`src/rtl/hs_sync_pkg.sv`:
```
// hs_sync_pkg
// Shared types and constants for the four-phase request/acknowledge
// bus synchronizer receiver (hs_sync_rx) and its flop-chain helper.
//   hs_state_e      : receiver handshake state
//   MIN_SYNC_STAGES : smallest legal synchronizer depth
package hs_sync_pkg;

  localparam int MIN_SYNC_STAGES = 2;

  typedef enum logic [1:0] {
    HS_IDLE  = 2'b00,
    HS_VALID = 2'b01,
    HS_ACK   = 2'b10
  } hs_state_e;

endpackage

```
`src/rtl/ff_sync_chain.sv`:
```
// ff_sync_chain
// M-stage flop-chain synchronizer for WIDTH independent single-bit levels.
// Every stage resets to 0 on the synchronous active-low reset.
// Ports:
//   clk     in  destination clock
//   reset_n in  synchronous active-low reset
//   i_d     in  asynchronous input level(s)
//   o_q     out synchronized level(s), output of the last stage
module ff_sync_chain
  import hs_sync_pkg::*;
#(
  parameter int M     = 2,
  parameter int WIDTH = 1
) (
  input  logic             clk,
  input  logic             reset_n,
  input  logic [WIDTH-1:0] i_d,
  output logic [WIDTH-1:0] o_q
);

  // A chain shorter than the minimum gives no useful metastability margin.
  if (M < MIN_SYNC_STAGES) begin : g_bad_depth
    $fatal(1, "ff_sync_chain: M must be >= MIN_SYNC_STAGES");
  end

  logic [WIDTH-1:0] r_stage [M];

  // Shift the asynchronous level through the synchronizer stages.
  always_ff @(posedge clk) begin
    if (!reset_n) begin
      for (int i = 0; i < M; i++) begin
        r_stage[i] <= {WIDTH{1'b0}};
      end
    end else begin
      r_stage[0] <= i_d;
      for (int i = 1; i < M; i++) begin
        r_stage[i] <= r_stage[i-1];
      end
    end
  end

  assign o_q = r_stage[M-1];

endmodule

```
`src/rtl/hs_sync_rx.sv`:
```
// hs_sync_rx
// Destination side of a four-phase req/ack bus synchronizer. The source
// request is synchronized through an M-stage chain; on its rise the source
// data (held stable by the source) is captured and offered on a valid/ready
// interface. Acceptance raises the acknowledge level, which drops once the
// synchronized request has gone low. One word per request high phase.
// Ports:
//   clk     in  destination clock
//   reset_n in  synchronous active-low reset
//   s_req   in  asynchronous request level from the source domain
//   s_data  in  source data bus, stable from s_req rise until ack seen
//   s_ack   out registered acknowledge level to the source domain
//   d_data  out captured word, stable while d_valid is high
//   d_valid out captured word available
//   d_ready in  consumer accepts the word
//   err     out sticky protocol error (request withdrawn before delivery)
// Optional build macro: HS_SYNC_ASSERT_EN compiles in protocol SVA checks.
module hs_sync_rx
  import hs_sync_pkg::*;
#(
  parameter int DATA_WIDTH = 8,
  parameter int M          = 2
) (
  input  logic                  clk,
  input  logic                  reset_n,
  input  logic                  s_req,
  input  logic [DATA_WIDTH-1:0] s_data,
  output logic                  s_ack,
  output logic [DATA_WIDTH-1:0] d_data,
  output logic                  d_valid,
  input  logic                  d_ready,
  output logic                  err
);

  logic                  w_req_s;
  hs_state_e             w_state_nxt;
  logic                  w_capture;
  logic                  w_err_set;

  hs_state_e             r_state;
  logic                  r_s_ack;
  logic                  r_d_valid;
  logic [DATA_WIDTH-1:0] r_d_data;
  logic                  r_err;

  ff_sync_chain #(
    .M     (M),
    .WIDTH (1)
  ) u_req_sync (
    .clk     (clk),
    .reset_n (reset_n),
    .i_d     (s_req),
    .o_q     (w_req_s)
  );

  // Handshake next-state decode plus capture and error strobes.
  always_comb begin
    w_state_nxt = r_state;
    w_capture   = 1'b0;
    w_err_set   = 1'b0;
    case (r_state)
      HS_IDLE: begin
        if (w_req_s) begin
          w_state_nxt = HS_VALID;
          w_capture   = 1'b1;
        end else begin
          w_state_nxt = HS_IDLE;
        end
      end
      HS_VALID: begin
        // A withdrawn request is flagged, but the word still goes out.
        if (!w_req_s) begin
          w_err_set = 1'b1;
        end else begin
          w_err_set = 1'b0;
        end
        if (d_ready) begin
          w_state_nxt = HS_ACK;
        end else begin
          w_state_nxt = HS_VALID;
        end
      end
      HS_ACK: begin
        // A still-high request is the same phase: never re-accepted here.
        if (!w_req_s) begin
          w_state_nxt = HS_IDLE;
        end else begin
          w_state_nxt = HS_ACK;
        end
      end
      default: begin
        w_state_nxt = HS_IDLE;
      end
    endcase
  end

  // State, registered handshake outputs, capture register and sticky error.
  always_ff @(posedge clk) begin
    if (!reset_n) begin
      r_state   <= HS_IDLE;
      r_s_ack   <= 1'b0;
      r_d_valid <= 1'b0;
      r_d_data  <= {DATA_WIDTH{1'b0}};
      r_err     <= 1'b0;
    end else begin
      r_state   <= w_state_nxt;
      // Outputs decoded from next state so they leave flops glitch-free.
      r_d_valid <= (w_state_nxt == HS_VALID);
      r_s_ack   <= (w_state_nxt == HS_ACK);
      if (w_capture) begin
        r_d_data <= s_data;
      end
      if (w_err_set) begin
        r_err <= 1'b1;
      end
    end
  end

  assign s_ack   = r_s_ack;
  assign d_valid = r_d_valid;
  assign d_data  = r_d_data;
  assign err     = r_err;

`ifdef HS_SYNC_ASSERT_EN
  a_src_data_stable: assert property (@(posedge clk) disable iff (!reset_n)
    (w_req_s && !r_s_ack) |-> $stable(s_data));
  a_dst_data_stable: assert property (@(posedge clk) disable iff (!reset_n)
    r_d_valid |=> $stable(r_d_data));
  a_valid_ack_excl: assert property (@(posedge clk) disable iff (!reset_n)
    !(r_d_valid && r_s_ack));
`endif

endmodule

```
`config.mk`:
```
export PLATFORM = sky130hd
export DESIGN_NAME = hs_sync_rx
export DESIGN_NICKNAME = d
export VERILOG_FILES = /design/src/rtl/hs_sync_pkg.sv /design/src/rtl/ff_sync_chain.sv /design/src/rtl/hs_sync_rx.sv
export SDC_FILE = /design/constraint.sdc
export NUM_CORES = 1
export LEC_CHECK = 0
export ABC_AREA = 1
export CORE_AREA = 2 2 39 41
export DETAILED_ROUTE_END_ITERATION = 8
export DIE_AREA = 0 0 41 43
export DONT_BUFFER_PORTS = 1
export SLEW_MARGIN = 30
export SYNTH_ARGS = -nofsm -noshare
export SYNTH_HDL_FRONTEND = slang
export SYNTH_SLANG_ARGS = --single-unit
```
`constraint.sdc`:
```
create_clock -name clk -period 1.1 [get_ports clk]
set_input_delay 0.165 -clock clk [delete_from_list [all_inputs] [get_ports clk]]
set_output_delay 0.165 -clock clk [all_outputs]
set_load 0.02 [all_outputs]
```
==> metrics.cfg <==
[synthesis]
synth_xor_area_share_pct = 0
synth-compound-area-share_pct = 10.8
ys_warn_count = 0
ys_top_cells_by_area = dfxtp_1, a21oi_1, inv_1
synth-seq-cells = 15
synth_top_cell_by_area = dfxtp_1
synth_top_area_share_pct = 49.8
synthDistinctLibCells = 12
synth_adder_area_share_pct = 0
synth_top_family_by_area = simple AND/OR/NAND/NOR gates
synth_mux_area_share_pct = 0
synth-simple-area-share_pct = 26.1
syn-cell-area_um2 = 603
synth-seq-area-share_pct = 49.8
syn_area_per_cell_um2 = 7.73
syn_nets = 90
syn_inst = 78

[drt]
drc = 0
ant_nets = 0
wl_um = 1120
dr_wl_met3_um = 56
top_layer = met4
vias_per_cell = 4.79
wirelength_met1_um = 489
first_pass_iters = 4
first_iter_violations = 3
num_vias = 479
wl_per_cell_um = 11.2
route.met2.wl_um = 562

[timing]
final.setup.tns_ns = 0
layout_min_cycle_time_ns = 0.970
slew_violations = 0
tightestPinTransition_ns = 0.334
fin_skew_ns = 0.00122
max_freq_mhz = 1030
setup_viol = 0
hold_viol_final = 0
hold-worst-slack_ns = 0.0763
rsz0062_at_grt = false
slew_headroom_pct = 77.7
fin_crit_sh_pct = 88.2

[critical_path]
required_ns = 1.27
crit_path_start_kind = flop
crit_arrival_ns = 1.14
critPathKind = reg -> reg
critPathMaxFanout = 16
setup.worst_path.end_class = flop

[cts]
tritoncts = done
clockBufferDepth = 2
cts-resized-gates = 0
clock-sinks = 15
path_clk_slew_ns = 0.08
cts_root_buf = clkbuf_4
numCtsBuffers = 3
clkLatencyLatePin_ns = 0.27
htreeDepth = 1

[power_and_ir_drop]
power.density_nw_per_um2 = 1480
power.total_mw = 1.01
ir_drop_mv = 0.609
leakagePower_nw = 0.318

[layout]
drive_gt1_share_pct = 9.52
layout.nets = 97
fillers = 145
final_area_um2 = 683
final_util_pct = 49.4
n_antenna_cell = 0
syn2layout_area_growth_pct = 13.3

[die]
core_area_um2 = 1380
dieArea_um2 = 1760
io_pins = 23
die_w_um = 41
rows = 14
start_util_pct = 43.6
die_h_um = 43

[placed_design]
portBuffers = 0
globalplace.congestion = 0.683
place_area_um2 = 607
dpl.hpwl_um = 767

[grt]
grt_first_pass_wirelength_um = 1830
grt_use_total_pct = 16.0
gr-total-overflow = 0
grt_pass1_vias = 422
grt_max_degree = 18
antenna_found_initial = 0

[worst_hold_path]
hp-class = in -> reg

[run_status]
status = complete, no violations

[job]
max-cap-violations = 0

[cell usage in the layout, fill, tap and decap left out]
cell and count:
nand3_1 9, nor2_4 1, dfxtp_1 15, inv_1 13
nor2_1 9, nand2_1 11, dlygate4sd3_1 3, clkbuf_4 3
a21oi_1 13, clkbuf_1 1, nand3b_1 2, buf_4 2
nand2_4 1, buf_12 1
[state kept, by name, summed over array words and instances, names as in the netlist]
signal and count:
d_data 8, r_state 2, u_req_sync.r_stage 2, d_valid 1, err 1, s_ack 1
[where the power goes]
group	internal, mW	switching [mW]
Clock	0.140	0.165
Combinational	0.0458	0.0503
Sequential	0.568	0.0404
Total	0.754	0.256
[stage by stage]
step / instances / setup slack (ns)
6_report: 100 / 0.130
2_1_floorplan: 78 / 0.195
5_1_grt: 100 / 0.0727
4_1_cts: 98 / 0.0455
3_5_place_dp: 92 / 0.0696
3_3_place_gp: 92 / 0.101
[worst paths after layout]
check,slack (ns),from,endpoint,depth (start not counted)
min,0.08,d_ready,s_ack,2
min reg2reg,0.43,u_req_sync.r_stage[0][0],u_req_sync.r_stage[0][1],2
max,0.13,r_state[0],d_data[4],5
max reg2reg,0.13,r_state[0],d_data[4],5
[cell families (layout without fill, tap and decap cells)]
| kind of cell | count (synthesis) | after routing |
|---|---|---|
| AND/OR/NAND/NOR | 33 | 33 |
| buffers and inverters | 17 | 23 |
| flip-flops | 15 | 15 |
| AO/OA/AOI/OAI | 13 | 13 |
[worst max-delay path, stage by stage, from the launching register on]
cell     delay [ns]
dfxtp_1        0.37
nor2_4         0.15
buf_12         0.15
nand3_1        0.08
nand2_1        0.07
nor2_1         0.04
[layout make-up]
type	count	area (um2)	area share, %
well taps	16	20.0	2.93
repair buffers	6	65.1	9.52
multi-input cells	46	223	32.6
flip-flops and latches	15	300	44.0
inverters	13	48.8	7.14
clock buffers	4	26.3	3.85
[what timing repair did]
item,in CTS,in global routing
setup endpoints to repair,0,7
endpoints found under the hold margin,9,1
buffers inserted,0,1
hold buffers,2,1
[per-layer routing]
layer | global-route usage [%] | up-vias
li1 | - | 255
met1 | 18.8 | 209
met2 | 22.8 | 13
met3 | 6.81 | 2
met4 | 10.0 | 0
met5 | 0 | -
[cell usage after synthesis]
master and number:
buf_2 1, buf_4 2, nand2_4 1, nand3_1 9
nand2_1 11, nor2_4 1, buf_6 1, dfxtp_1 15
nand3b_1 2, a21oi_1 13, nor2_1 9, inv_1 13
Power figures use the tool's default switching activity.
